**config.mk**
```make
export PLATFORM = sky130hd
export DESIGN_NAME = bcd_seg7_scan
export DESIGN_NICKNAME = d
export VERILOG_FILES = /design/src/rtl/bcd_seg7_pkg.sv /design/src/rtl/bcd_to_seg7.sv /design/src/rtl/bcd_seg7_scan.sv
export SDC_FILE = /design/constraint.sdc
export NUM_CORES = 1
export LEC_CHECK = 0
export CAP_MARGIN = 20
export CORE_MARGIN = 10
export CORE_UTILIZATION = 49
export CTS_CLUSTER_SIZE = 30
export DETAILED_ROUTE_END_ITERATION = 8
export PLACE_DENSITY = 0.72
export SKIP_LAST_GASP = 1
export SYNTH_ARGS = -nofsm -noshare
export SYNTH_HDL_FRONTEND = slang
export SYNTH_SLANG_ARGS = --single-unit
```
**constraint.sdc**
```tcl
create_clock -name Clk -period 3.3 [get_ports Clk]
set_input_delay 0.825 -clock Clk [delete_from_list [all_inputs] [get_ports Clk]]
set_output_delay 0.825 -clock Clk [all_outputs]
set_load 0.05 [all_outputs]
```
**src/rtl/bcd_seg7_pkg.sv**
```systemverilog
// bcd_seg7_pkg: shared constants and types for the multiplexed 3-digit seven-segment display.
// Holds the digit count and width, the active-low segment patterns ({g,f,e,d,c,b,a}),
// and the 7-bit segment vector type.
package bcd_seg7_pkg;
    localparam int NUM_DIGITS = 3;
    localparam int DIGIT_W    = 4;
    typedef logic [6:0] seg7_t;
    localparam seg7_t SEG_0     = 7'h40;
    localparam seg7_t SEG_1     = 7'h79;
    localparam seg7_t SEG_2     = 7'h24;
    localparam seg7_t SEG_3     = 7'h30;
    localparam seg7_t SEG_4     = 7'h19;
    localparam seg7_t SEG_5     = 7'h12;
    localparam seg7_t SEG_6     = 7'h02;
    localparam seg7_t SEG_7     = 7'h78;
    localparam seg7_t SEG_8     = 7'h00;
    localparam seg7_t SEG_9     = 7'h10;
    localparam seg7_t SEG_DASH  = 7'h3F;
    localparam seg7_t SEG_BLANK = 7'h7F;
endpackage

```
**src/rtl/bcd_to_seg7.sv**
```systemverilog
// bcd_to_seg7: combinational BCD digit to active-low seven-segment pattern.
// Ports: code - 4-bit digit code in; seg - 7-bit active-low {g,f,e,d,c,b,a} out.
// Codes 10..15 are not valid BCD and show a dash.
module bcd_to_seg7
    import bcd_seg7_pkg::*;
(
    input  logic [DIGIT_W-1:0] code,
    output seg7_t              seg
);
    always_comb begin
        case (code)
            4'd0:    seg = SEG_0;
            4'd1:    seg = SEG_1;
            4'd2:    seg = SEG_2;
            4'd3:    seg = SEG_3;
            4'd4:    seg = SEG_4;
            4'd5:    seg = SEG_5;
            4'd6:    seg = SEG_6;
            4'd7:    seg = SEG_7;
            4'd8:    seg = SEG_8;
            4'd9:    seg = SEG_9;
            default: seg = SEG_DASH;
        endcase
    end
endmodule

```
**src/rtl/bcd_seg7_scan.sv**
```systemverilog
// bcd_seg7_scan: scans a 3-digit BCD value onto a multiplexed common-anode display.
// Ports: Clk - clock; Rst_n - async active-low reset; Bcd[11:0] - {hundreds,tens,units};
//        Cout - counter carry-out, lights the hundreds DP for OVF_FRAMES frames;
//        Sel[2:0] - active-low digit enable (bit0 units); Seg[7:0] - active-low {dp,g..a}.
// Optional: define LEADING_ZERO_BLANK_EN to blank leading zeros in hundreds/tens.
module bcd_seg7_scan
    import bcd_seg7_pkg::*;
#(
    parameter int SCAN_DIV   = 50000,
    parameter int OVF_FRAMES = 100
) (
    input  logic                          Clk,
    input  logic                          Rst_n,
    input  logic [NUM_DIGITS*DIGIT_W-1:0] Bcd,
    input  logic                          Cout,
    output logic [NUM_DIGITS-1:0]         Sel,
    output logic [7:0]                    Seg
);
    localparam int PW = $clog2(SCAN_DIV);
    localparam int OW = $clog2(OVF_FRAMES + 1);
    localparam logic [1:0] LAST = 2'(NUM_DIGITS - 1);

    logic [PW-1:0]                 presc;
    logic [1:0]                    idx;
    logic [NUM_DIGITS*DIGIT_W-1:0] snap;
    logic [OW-1:0]                 ovf_hold;
    logic                          tick;
    logic [DIGIT_W-1:0]            code;
    seg7_t                         dec;
    seg7_t                         pat;

    assign tick = presc == PW'(SCAN_DIV - 1);

    // Units comes straight from the input on the frame-start slot, where the snapshot is
    // also captured; tens and hundreds read the snapshot so a frame is never torn.
    assign code = idx == 2'd0 ? Bcd[3:0] : idx == 2'd1 ? snap[7:4] : snap[11:8];

    bcd_to_seg7 u_dec (.code(code), .seg(dec));

`ifdef LEADING_ZERO_BLANK_EN
    logic blank;
    assign blank = idx == 2'd2 ? snap[11:8] == 4'd0 : idx == 2'd1 ? snap[11:4] == 8'd0 : 1'b0;
    assign pat   = blank ? SEG_BLANK : dec;
`else
    assign pat = dec;
`endif

    always_ff @(posedge Clk or negedge Rst_n) begin
        if (!Rst_n) begin
            presc    <= '0;
            idx      <= '0;
            snap     <= '0;
            ovf_hold <= '0;
            Sel      <= '1;
            Seg      <= 8'hFF;
        end else begin
            presc <= tick ? '0 : presc + PW'(1);
            if (tick) begin
                Sel <= ~(NUM_DIGITS'(1) << idx);
                Seg <= {~(idx == LAST && ovf_hold != '0), pat};
                idx <= idx == LAST ? 2'd0 : idx + 2'd1;
                if (idx == 2'd0)
                    snap <= Bcd;
            end
            // A fresh carry-out outranks the frame-end countdown on the same edge.
            if (Cout)
                ovf_hold <= OW'(OVF_FRAMES);
            else if (tick && idx == LAST && ovf_hold != '0)
                ovf_hold <= ovf_hold - OW'(1);
        end
    end
endmodule

```
# Word-level counts from Yosys, hierarchy flattened
# Memories as Yosys holds them, arrays and structs flattened. A register that Yosys moved wholly into a read port is not among the register bits.
# Cells that the tools add are included.
# op_classes
n_shift,1
n_eq_ne,3
n_bitwise,2
mux,6
n_reduce_logical,8
addsub,3
# ops
op,count
"adder 16 x 1 -> 16 bit, second input constant",1
"equality test 16 bit, second input constant",1
two-way mux 16 bit,1
two-way mux 7 bit,2
two-way mux 4 bit,2
nonzero test 7 bit,1
"subtractor 7 x 1 -> 7 bit, second input constant",1
logical AND 1 bit,3
inverter 3 bit,1
"left shift 1 x 2 -> 3 bit, first input constant",1
"adder 2 x 1 -> 2 bit, second input constant",1
"equality test 2 x 1 -> 1 bit, second input constant",1
"equality test 2 bit, second input constant",1
zero test 2 bit,1
two-way mux 2 bit,1
AND reduction 2 bit,1
nonzero test 2 bit,1
zero test 1 bit,1
inverter 1 bit,1
# totals
output_inout_bits,11
romBits,112
n_memories,1
in_bits,15
register_bits,48
elab_cells,30
# mem_list
memory,depth,word_bits,read_ports,rd_ports_with_merged_regs,write_ports,line,text
(no name shown),16,7,1,1,0,bcd_to_seg7.sv:11,case (code)

# Depth between registers and ports, before layout
# Gate-level depths: netlist (run 1).
# depth
word_depth,5
ltp_mapped,6
mapped_depth_nobuf,6

# By module
# From an unflattened synthesis (run 1), not the netlist that was laid out.
# hier_totals
hier_cells,232
hier_area_um2,2332.2
# by_module_without_submodules
mod,n_inst,seq_area_each_um2,area_each_um2,cells_each
bcd_seg7_scan,1,1114.8,2092.0,201
bcd_to_seg7,1,0.0,240.2,31

# Least setup slack after synthesis (run 1)
# No wires, ideal clock.
# synth_timing
path_type,register -> register
startpoint,register presc[11]
endpoint,register snap[10]
period_less_slack_ns,2.386
path_buffers,1
setup_ns,0.125
t_arrival_ns,2.261
setup_slack_ns,0.914
t_required_ns,3.175
stages_incl_launch_ff,6
path_cell_list,dfrtp_1 or4b_4 or4_4 or3_1 buf_6 mux2_4
# synth_between
elab_chain_len,2
# synth_lines
element,line,text
start: declaration,bcd_seg7_scan.sv:23,logic [PW-1:0] presc;
start signal: assignment,bcd_seg7_scan.sv:57,presc <= tick ? '0 : presc + PW'(1);
equality test 16 bit,bcd_seg7_scan.sv:32,assign tick = presc == PW'(SCAN_DIV - 1);
AND reduction 2 bit (no line),-,
end signal: assignment,bcd_seg7_scan.sv:52,snap <= '0;
end signal: assignment,bcd_seg7_scan.sv:63,snap <= Bcd;
end: declaration,bcd_seg7_scan.sv:25,logic [NUM_DIGITS*DIGIT_W-1:0] snap;
# No other way between the ends.
# A chain may end at the register's enable or synchronous reset.

# Worst setup path after layout (run 1)
# layout_timing
startpoint,register presc[11]
endpoint,register snap[7]
# Same word-level chain as after synthesis.

==> results of run 1 <==
[power by group through the flow]
stage / clock network, uW / registers (uW) / logic, uW
2_1_floorplan: 0 / 557 / 23.2
3_3_place_gp: 0 / 557 / 54.0
3_5_place_dp: 0 / 558 / 54.8
4_1_cts: 352 / 548 / 54.9
5_1_grt: 373 / 548 / 59.8
6_report: 338 / 548 / 54.0
[per-stage QoR]
step | instances | instance area (um^2) | hold WS [ns]
2_1_floorplan | 200 | 2150 | 0.455
3_3_place_gp | 274 | 2450 | 0.462
3_5_place_dp | 274 | 2450 | 0.467
4_1_cts | 282 | 2540 | 0.479
5_1_grt | 282 | 2540 | 0.488
6_report | 282 | 2540 | 0.476
[per-layer routing]
metal  routed length [um]  track usage (%)
met1                 1910             14.4
met2                 1960             19.0
met3                  203             4.13
met4                   55             4.42
met5                    0                0
[layout make-up]
type	instances	area [um^2]
Multi-Input combinational cell	148	996
Fill cell	412	1760
Tap cell	52	65.1
Inverter	3	11.3
Timing Repair Buffer	27	260
Sequential cell	44	1110
Clock buffer	8	90.1
[critical path, cell delays in order, from the launching register on]
cell and delay [ns]:
dfrtp_1 0.43, or4b_4 0.57, or4_4 0.62, or3_1 0.59
mux2_4 0.39
[flip-flops by register name, summed over array words and instances, names as in the netlist]
name	cells
presc	16
Seg	8
snap	8
ovf_hold	7
Sel	3
idx	2
[cell usage in the layout (no fill, tap or decap), drive strengths merged, types with 4 or more instances in the layout]
| master | n |
|---|---|
| dfrtp | 33 |
| nor2 | 25 |
| clkdlybuf4s50 | 24 |
| nand2 | 17 |
| xor2 | 14 |
| dfstp | 11 |
| o21ai | 10 |
| nand3 | 9 |
| mux2 | 9 |
| clkbuf | 8 |
| nand4 | 7 |
| nor3 | 6 |
| xnor2 | 6 |
| mux2i | 5 |
| o21a | 5 |
| and3 | 4 |
| nand2b | 4 |
[cells by family after synthesis]
family                   Yosys count
XOR/XNOR                          20
buffers and inverters              8
AND/OR/NAND/NOR                   85
multiplexers                      14
adder cells (fa/ha/maj)            3
AO/OA/AOI/OAI                     26
flip-flops                        44
[worst max-delay path by stage]
stage / startpoint / to / slack (ns)
after floorplan: presc[11] / snap[10] / 0.91
after global placement: presc[11] / snap[5] / 0.65
after detailed placement: presc[11] / snap[6] / 0.60
after CTS: presc[11] / snap[6] / 0.59
after global routing: presc[11] / snap[6] / 0.51
final: presc[11] / snap[7] / 0.59
==> flow_summary.toml, run 1 <==
[clocking]
cts_buffers = 5
cts_tree = "done"
root_buffer = "clkbuf_8"
clk_pin_slew_ns = 0.08
cts-htree-levels = 2
cts_sinks = 44
cts_resized = 0
clk_latency_ns = 0.29
postCtsHoldBufs = 0
clk_path_buf_depth = 2
post_cts_buffers = 0

[place]
place.port_buffers = 25
gp_congestion = 0.759
dp_slack_ns = 0.602
dp_hpwl_mm = 3.05

[flow_run]
maxCapViolCount = 0

[floorplanning]
die_w_um = 86.2
die_h_um = 86.2
die_area_mm2 = 0.00743
coreArea_mm2 = 0.00429
start_util_pct = 50.0
io_pins = 26
rows = 24

[power]
p_clk_share_pct = 36.0
p_leak_uw = 0.00108
p_int_uw = 743
p_sw_share_pct = 20.9
vdd_drop_max_v = 0.000274
seqPwrFrac_pct = 58.3
comb_power_share_pct = 5.7
power.total_uw = 940
power.switching_uw = 197
p_per_area_mw_per_mm2 = 371

[cells_and_area]
area_delta_synth_final_pct = 18.1
n_antenna_cell = 0
nNetsFinal = 247
utilization_pct = 59.1
layout-drive-gt1-share_pct = 13.9

[yosys]
synth.cell_area_mm2 = 0.00215
synth-adder-area-share_pct = 1.75
ys_warn_count = 0
synthCells = 200
ys_top_cells_by_count = "dfrtp_1, nor2_1, nand2_1, xor2_1, dfstp_2"
synth-seq-cells = 44
syn-mean-instance-area_um2 = 10.7
synth_flop_cell = "dfrtp_1"
async_reset_ff_share_pct = 100
synth_area_leaders = "dfrtp_1, dfstp_2, xor2_1, mux2_4, nor2_1"
synth-simple-area-share_pct = 20.3
yosysSeqAreaShare_pct = 51.9
synth_top_cell_area_share_pct = 38.4
synth.largest_area_cell = "dfrtp_1"
synth_edf_count = 0
muxShareOfSynthArea_pct = 8.44
synth.distinct_cells = 40
synth_top_family_by_area = "simple AND/OR/NAND/NOR gates"
synthXorXnorAreaFrac_pct = 8.15
synthesis.nets = 218
synth_most_common_cell = "dfrtp_1"
synth_compound_area_share_pct = 7.75

[detailed_routing]
route.detailed.wl_per_inst_um = 14.6
routed_wl_mm = 4.12
first_pass_iters = 4
antenna_left = 0
drt-vias-per-instance = 5.34
vias = 1507
drt_iter0_markers = 74
post-route-drc-count = 0

[worst_setup_path]
worstRegToRegCells = 4
r2r_slack_ns = 0.59
worstPathArrival_ns = 2.89
cp-start-kind = "flop"
worstReg2RegStart = "presc[11]"
r2r_end = "snap[7]"
crit_fanout = 14
worstSetupEndpointType = "flop"
path_class = "reg2reg"
cp.required_ns = 3.47

[hold_path]
min_to = "Seg[2]"
worstHoldPathType = "reg2reg"
hold_path.startpoint = "Seg[2]"
holdPathStages = 2

[sta]
slew_headroom_pct = 36.6
fin_tns_setup_ns = 0
rsz0062_at_grt = "no"
setup_viol = 0
worstMarginPinSlew_ns = 0.951
finalMaxSlewViolations = 0
min_period_ns = 2.71
setup_slack_ns = 0.586
period_share_pct = 82.3
clock_skew_ns = 0.00683
fmax_mhz = 368
hold_violations = 0

[global_routing]
grt_max_degree = 45
grt_pass1_vias = 1567
grt-ovfl-total = 0
antenna_found_initial = 0
grt_first_pass_wirelength_mm = 7.22
grt_usage_pct = 11.9

[status]
status = "finished clean"
(Power assumes the default switching activity.)
==> run 2, diff against run 1 <==
clock period = 2.6 ns   (was 3.3 ns; I/O delays follow)
==> flow_summary.toml, run 2 (synthesized netlist as in run 1, its figures left out) <==
[detailed_routing]
route.detailed.wl_per_inst_um = 14.3
post-route-drc-count = 0
first_pass_iters = 4
routed_wl_mm = 4.13
antenna_left = 0
drt_iter0_markers = 66
drt-vias-per-instance = 5.29
vias = 1523

[sta]
clock_skew_ns = 0.00988
period_share_pct = 91.0
fin_tns_setup_ns = 0
rsz0062_at_grt = "no"
fmax_mhz = 423
slew_headroom_pct = 60.0
hold_ws_ns = 0.318
min_period_ns = 2.36
finalMaxSlewViolations = 0
hold_violations = 0
setup_viol = 0
worstMarginPinSlew_ns = 0.596

[floorplanning]
die_area_mm2 = 0.00743
start_util_pct = 50.0
die_w_um = 86.2
io_pins = 26
rows = 24
die_h_um = 86.2
coreArea_mm2 = 0.00429

[clocking]
clk_latency_ns = 0.29
root_buffer = "clkbuf_8"
cts_buffers = 5
cts_tree = "done"
clk_pin_slew_ns = 0.08
postCtsHoldBufs = 0
clk_path_buf_depth = 2
cts-htree-levels = 2
cts_sinks = 44

[hold_path]
worstHoldPathType = "in2async"

[worst_setup_path]
worstSetupEndpointType = "flop"
cp_top_family = "simple AND/OR/NAND/NOR gates"
cp.required_ns = 2.77
path_class = "reg2reg"
worstPathArrival_ns = 2.54
crit_fanout = 10
cp_cell_sequence = "or4b_4 > or4_4 > or3_4 > mux2_4"
crit_buf_inv = 0
cpMaxStageDelayCell = "or4b_4"
cpPeakStageDelay_ns = 0.55
cp-start-kind = "flop"

[power]
vdd_drop_max_v = 0.000343
p_per_area_mw_per_mm2 = 488
p_leak_uw = 0.00112
power.total_uw = 1270

[place]
dpl.cell_count = 280
place.port_buffers = 25
dp_hpwl_mm = 3.11
gp_congestion = 0.763

[cells_and_area]
reg_top3 = "presc x16, Seg x8, snap x8"
top_register = "presc"
n_antenna_cell = 0
final_common_cell = "dfrtp_1"
multi_input_area_mm2 = 0.00100
utilization_pct = 60.7
mostFrequentLayoutCells = "dfrtp_1, nor2_1, clkdlybuf4s50_1, nand2_1, xor2_1"
n_fill_cell = 374
nNetsFinal = 253
final_cells = 288
area_delta_synth_final_pct = 21.3
layout-drive-gt1-share_pct = 16.9
seq_area_mm2 = 0.00111
largest_register_ffs = 16

[global_routing]
grt-ovfl-total = 0
grt_pass1_vias = 1610
grt_first_pass_wirelength_mm = 7.45
grt_max_degree = 25
antenna_found_initial = 0
grt_usage_pct = 12.3

[status]
status = "finished clean"

[flow_run]
maxCapViolCount = 0
==> run 2: area by class of cell <==
| class | instances | share of cell area, % |
|---|---|---|
| tap | 52 | 2.50 |
| inverter | 3 | 0.432 |
| sequential | 44 | 42.8 |
| multi-input combinational | 148 | 38.4 |
| clock inverter | 2 | 1.34 |
| timing repair buffer | 33 | 11.7 |
| clock buffer | 6 | 2.79 |
==> run 2: per-layer routing <==
metal,routed length (um),track usage [%],vias up
met5,0,0,-
met4,55,3.53,0
met3,230,4.13,6
met2,2030,21.2,22
met1,1820,14.2,723
li1,-,-,772
==> run 2: worst paths after layout <==
check	start	to	slack (ns)	cells past startpoint
worst max-delay path	presc[13]	snap[5]	0.24	4
worst min-delay path	Rst_n	snap[10]	0.32	1
worst max register to register	presc[13]	snap[5]	0.24	4
worst min register to register	Seg[2]	Seg[2]	0.47	2
max in group asynchronous	Rst_n	Seg[7]	1.66	2
min in group Clk	Seg[2]	Seg[2]	0.47	2
==> run 2: metrics by stage <==
stage	area [um^2]	setup slack [ns]
floorplan	2150	0.214
global placement	2490	0.109
detailed placement	2490	0.0613
CTS	2600	0.0552
global route	2610	0.179
finish	2610	0.235
==> run 2: power breakdown <==
group          internal (uW)  leakage [uW]  switching (uW)  total (uW)
clock network            285     0.0000552             222         508
logic                   37.5      0.000539            32.5        70.0
registers                691      0.000527            3.66         695
==> run 2: what timing repair did <==
action / CTS / global route
hold endpoints to repair: 0 / 0
buffers inserted: 0 / 0
resized for setup: 0 / 1
setup endpoints to repair: 0 / 8
==> run 3, diff against run 2 <==
SKIP_LAST_GASP = not set   (was 1)
SLEW_MARGIN = 5   (was not set)
==> results of run 3 <==
No change in the layout: final DEF, timing and power equal those of run 2.
==> variant 1 (settings of run 3) <==
Change the parameter `OVF_FRAMES` from 100 to 150.
--- a/src/rtl/bcd_seg7_scan.sv
+++ b/src/rtl/bcd_seg7_scan.sv
@@ -8,5 +8,5 @@
 #(
     parameter int SCAN_DIV   = 50000,
-    parameter int OVF_FRAMES = 100
+    parameter int OVF_FRAMES = 150
 ) (
     input  logic                          Clk,
Formal check against the unedited RTL: no difference found for any inputs over 10 cycles, from zero or initial values and one cycle with Rst_n low; that may be too few to reach the edited logic, so the function may still have changed.
==> variant 1 against run 3 <==
Clock power grew 8.3%. Wire length shrank 1.9%. Combinational power shrank 6.1%. Worst setup slack gained 0.069 ns. Final area grew 0.82%. Sequential power grew 0.7%. Sequential cell count grew 1. Largest cell class unchanged. Synthesized area grew 0.82%. Count of clock-buffer cells in the layout is the same. Highest routed layer unchanged. Total power grew 3.5%. Clock skew shrank 0.0033 ns. Worst hold slack lost 0.0012 ns.
==> variant 1: results <==
# TYPE chip_impl_metric gauge
chip_impl_info{name="run_status",value="complete, no violations"} 1
chip_impl_metric{name="synth.area.mux_share",unit="%"} 8.61
chip_impl_metric{name="first_iter_violations",unit=""} 106
chip_impl_metric{name="cp_slowest_stage_delay",unit="ns"} 0.80
chip_impl_metric{name="leakagePower",unit="nW"} 1.16
chip_impl_info{name="cp_top_family",value="buffers and inverters"} 1
chip_impl_metric{name="internal_power",unit="W"} 0.00105
chip_impl_info{name="synthTopCellsByArea",value="dfrtp_1 39%, dfstp_2 13%, xor2_1 5.3%"} 1
chip_impl_metric{name="power.ir.vdd_worst",unit="mV"} 0.278
chip_impl_metric{name="fin_skew",unit="ns"} 0.00658
chip_impl_metric{name="postSynthCellCount",unit=""} 199
chip_impl_metric{name="syn_warnings",unit=""} 0
chip_impl_metric{name="gp_congestion",unit=""} 0.772
chip_impl_metric{name="grt_pass1_vias",unit=""} 1507
chip_impl_metric{name="nFillCells",unit=""} 393
chip_impl_metric{name="critical_path.max_fanout",unit=""} 2
chip_impl_metric{name="synth_xor_xnor_area_share",unit="%"} 8.09
chip_impl_metric{name="place_hpwl",unit="µm"} 2920
chip_impl_info{name="cpMaxStageDelayCell",value="clkdlybuf4s50_1"} 1
chip_impl_metric{name="critPathArrivalTime",unit="ns"} 1.65
chip_impl_metric{name="synth_fp_nets",unit=""} 216
chip_impl_metric{name="post_drt_via_cell_ratio",unit=""} 5.37
chip_impl_metric{name="finish.net_count",unit=""} 249
chip_impl_metric{name="compound_gate_fraction_of_synth_area",unit="%"} 6.41
chip_impl_metric{name="critical_path_buf_inv_count",unit=""} 1
chip_impl_metric{name="post_synth_fa_ha_maj_area_fraction",unit="%"} 1.16
chip_impl_metric{name="insertedDiodeCount",unit=""} 0
chip_impl_metric{name="largest_reg_flops",unit=""} 16
chip_impl_metric{name="wl_per_cell",unit="µm"} 14.2
chip_impl_metric{name="asyncSetResetFlopFracSynth",unit="%"} 100
chip_impl_metric{name="ys_seq_area_share",unit="%"} 52.6
chip_impl_info{name="class_of_the_most_critical_hold_timing_path",value="input pin to async pin"} 1
chip_impl_info{name="ys_top_cells_by_count",value="34 x dfrtp_1, 30 x nor2_1, 13 x xor2_1"} 1
chip_impl_metric{name="first_pass_grt_wire_length",unit="µm"} 6930
chip_impl_metric{name="max_transition_margin",unit="%"} 65.4
chip_impl_metric{name="number_of_distinct_library_cell_variants_in_the_gate_level_netlist_after_synthesis",unit=""} 43
chip_impl_metric{name="grt_use_total",unit="%"} 11.4
chip_impl_metric{name="layout-drive-gt1-share",unit="%"} 18.5
variant 1: cell count changes in the layout (fill, tap and decap cells not counted), moves of 3 or more:
cell / before / now
mux2_2: 1 / 10
mux2_4: 8 / 0
nand2_1: 17 / 12
nor2_1: 25 / 30
o21a_1: 5 / 2
o21ai_0: 8 / 5
variant 1: worst paths after layout:
| path | startpoint | to | slack (ns) | cells after the start |
|---|---|---|---|---|
| hold / removal | Rst_n | idx[1] | 0.32 | 1 |
| min in group Clk | Seg[6] | Seg[6] | 0.48 | 2 |
| setup reg to reg | ovf_hold[0] | ovf_hold[1] | 0.39 | 7 |
| max in group asynchronous | Rst_n | Seg[5] | 1.71 | 2 |
| hold reg to reg | Seg[6] | Seg[6] | 0.48 | 2 |
| setup / recovery | Seg[4] | Seg[4] | 0.30 | 1 |
variant 1: per-stage QoR:
stage | std cells | hold slack [ns] | power [W] | area [µm²] | setup slack [ns]
floorplan | 199 | 0.354 | 0.000734 | 2170 | 0.501
global placement | 277 | 0.463 | 0.000780 | 2510 | 0.337
detailed placement | 277 | 0.480 | 0.000780 | 2510 | 0.278
CTS | 285 | 0.324 | 0.00134 | 2630 | 0.279
global route | 285 | 0.329 | 0.00138 | 2630 | 0.252
finish | 285 | 0.317 | 0.00132 | 2630 | 0.304
variant 1: cells by family (layout without fill, tap and decap cells):
| family | after synthesis | in the layout |
|---|---|---|
| adder cells (fa/ha/maj) | 2 | 2 |
| AND/OR/NAND/NOR | 84 | 84 |
| multiplexers | 17 | 17 |
| AO/OA/AOI/OAI | 22 | 22 |
| XOR/XNOR | 20 | 20 |
| buffers and inverters | 9 | 43 |
| flip-flops | 45 | 45 |
variant 1: layout make-up:
| cell class | instances | share of cell area, % |
|---|---|---|
| timing repair buffer | 32 | 11.8 |
| clock inverter | 2 | 1.43 |
| clock buffer | 6 | 3.14 |
| sequential | 45 | 43.4 |
| tap | 52 | 2.48 |
| multi-input combinational | 145 | 37.3 |
| inverter | 3 | 0.429 |
variant 1: per-layer routing:
| metal | vias up | routed length [µm] | track usage (%) |
|---|---|---|---|
| met5 | - | 0 | 0 |
| met1 | 738 | 1810 | 13.4 |
| li1 | 759 | - | - |
| met3 | 6 | 196 | 4.03 |
| met2 | 27 | 2010 | 18.9 |
| met4 | 0 | 39 | 3.53 |
variant 1: power by group through the flow:
stage,combinational (W),clock (W),sequential (W)
2_1_floorplan,0.0000209,0,0.000714
3_3_place_gp,0.0000666,0,0.000713
3_5_place_dp,0.0000671,0,0.000713
4_1_cts,0.0000675,0.000568,0.000700
5_1_grt,0.0000729,0.000604,0.000700
6_report,0.0000657,0.000550,0.000700
==> variant 2 (config.mk and constraints of run 3) <==
Made on the original files. Register the inputs `Bcd` and `Cout` before use. The logic sees them one clock later.
--- a/src/rtl/bcd_seg7_scan.sv
+++ b/src/rtl/bcd_seg7_scan.sv
@@ -21,4 +21,12 @@
     localparam logic [1:0] LAST = 2'(NUM_DIGITS - 1);
 
+    logic [NUM_DIGITS*DIGIT_W-1:0] Bcd_q;
+    logic Cout_q;
+
+    always_ff @(posedge Clk) begin
+        Bcd_q  <= Bcd;
+        Cout_q <= Cout;
+    end
+
     logic [PW-1:0]                 presc;
     logic [1:0]                    idx;
@@ -34,5 +42,5 @@
     // Units comes straight from the input on the frame-start slot, where the snapshot is
     // also captured; tens and hundreds read the snapshot so a frame is never torn.
-    assign code = idx == 2'd0 ? Bcd[3:0] : idx == 2'd1 ? snap[7:4] : snap[11:8];
+    assign code = idx == 2'd0 ? Bcd_q[3:0] : idx == 2'd1 ? snap[7:4] : snap[11:8];
 
     bcd_to_seg7 u_dec (.code(code), .seg(dec));
@@ -61,8 +69,8 @@
                 idx <= idx == LAST ? 2'd0 : idx + 2'd1;
                 if (idx == 2'd0)
-                    snap <= Bcd;
+                    snap <= Bcd_q;
             end
             // A fresh carry-out outranks the frame-end countdown on the same edge.
-            if (Cout)
+            if (Cout_q)
                 ovf_hold <= OW'(OVF_FRAMES);
             else if (tick && idx == LAST && ovf_hold != '0)
Formal check against the unedited RTL: same outputs for any inputs over 10 cycles, from zero or initial values and one cycle with Rst_n low; that may be too few to reach the edited logic, so the function may still have changed.
==> variant 2 against run 3 <==
Wire length rose by 9.8%. Critical endpoint is now Seg[5]. Total power rose by 43%. Worst setup slack improved by 0.0029 ns. Die area rose by 9.8%. Fmax rose by 0.12%. Final area rose by 14%. Largest power group unchanged. Synthesized area rose by 13%. Sequential cell count rose by 13. Critical path type is now flop to output pin.
==> variant 2: results <==
# TYPE chip_impl_metric gauge
chip_impl_info{name="largest_registers",value="presc: 16 flops, Bcd_q: 12 flops"} 1
chip_impl_metric{name="grt_max_degree",unit=""} 41
chip_impl_metric{name="critical_path.max_fanout",unit=""} 2
chip_impl_metric{name="critPathArrivalTime",unit="ns"} 1.71
chip_impl_metric{name="grt_pass1_vias",unit=""} 1680
chip_impl_info{name="cp_top_family",value="buffers and inverters"} 1
chip_impl_metric{name="first_pass_grt_wire_length",unit="µm"} 7770
chip_impl_metric{name="wl_per_cell",unit="µm"} 13.7
chip_impl_metric{name="p_comb_share",unit="%"} 3.4
chip_impl_metric{name="synth_fp_nets",unit=""} 241
chip_impl_metric{name="cts_htree_levels",unit=""} 3
chip_impl_metric{name="dpl-instance-area",unit="mm²"} 0.00277
chip_impl_metric{name="leakagePower",unit="nW"} 1.23
chip_impl_metric{name="power.ir.vdd_worst",unit="mV"} 0.415
chip_impl_metric{name="post_drt_via_cell_ratio",unit=""} 4.95
chip_impl_metric{name="finish.net_count",unit=""} 276
chip_impl_metric{name="clock_latency_at_the_later_pin_of_the_worst_skew_pair",unit="ns"} 0.34
chip_impl_metric{name="nFillCells",unit=""} 396
chip_impl_metric{name="gp_congestion",unit=""} 0.816
chip_impl_metric{name="tightest_slew",unit="ns"} 0.902
chip_impl_metric{name="switching_share",unit="%"} 21.7
chip_impl_metric{name="number_of_distinct_library_cell_variants_in_the_gate_level_netlist_after_synthesis",unit=""} 44
chip_impl_metric{name="first_iter_violations",unit=""} 69
chip_impl_info{name="run_status",value="complete, no violations"} 1
chip_impl_metric{name="place_hpwl",unit="µm"} 3200
chip_impl_metric{name="sequentialPowerShare",unit="%"} 49.5
chip_impl_metric{name="internal_power",unit="W"} 0.00142
chip_impl_metric{name="ys_seq_area_share",unit="%"} 56.7
chip_impl_metric{name="cp_slowest_stage_delay",unit="ns"} 0.81
chip_impl_metric{name="grt_use_total",unit="%"} 11.9
chip_impl_metric{name="fin_skew",unit="ns"} 0.00607
chip_impl_metric{name="tritoncts.num_buffers",unit=""} 9
variant 2: cell type report:
class                           instances  area share [%]
Tap cell                               67            2.81
Timing Repair Buffer                   31            9.74
Inverter                               10            1.26
Sequential cell                        57            46.1
Clock inverter                          5            2.10
Multi-Input combinational cell        149            32.9
Clock buffer                           11            5.08
variant 2: cells by family after synthesis:
| family | after synthesis | share of synthesized area, % |
|---|---|---|
| AND/OR/NAND/NOR | 82 | 17.3 |
| flip-flops | 57 | 56.7 |
| AO/OA/AOI/OAI | 32 | 8.62 |
| buffers and inverters | 17 | 2.84 |
| multiplexers | 17 | 7.49 |
| XOR/XNOR | 15 | 5.42 |
| adder cells (fa/ha/maj) | 3 | 1.55 |
variant 2: worst paths after layout:
path	from	end	slack [ns]	depth (start not counted)
max	Seg[5]	Seg[5]	0.24	1
min	Rst_n	presc[15]	0.44	1
max reg2reg	presc[4]	Sel[0]	0.32	6
min reg2reg	Bcd_q[6]	snap[6]	0.46	1
max in group asynchronous	Rst_n	Seg[3]	1.47	2
min in group Clk	Bcd_q[6]	snap[6]	0.46	1
variant 2: through the flow:
step / instances / util (%) / worst slack (ns)
after global placement: 314 / 58.2 / 0.422
after detailed placement: 314 / 58.2 / 0.356
after floorplan: 223 / - / 0.423
after CTS: 330 / 62.7 / 0.223
after global routing: 330 / 62.7 / 0.123
final: 330 / 62.7 / 0.238
variant 2: routing by layer:
layer	track usage (%)	routed length [µm]
met1	13.7	2140
met2	18.0	2060
met3	6.23	257
met4	4.91	72
met5	0	0
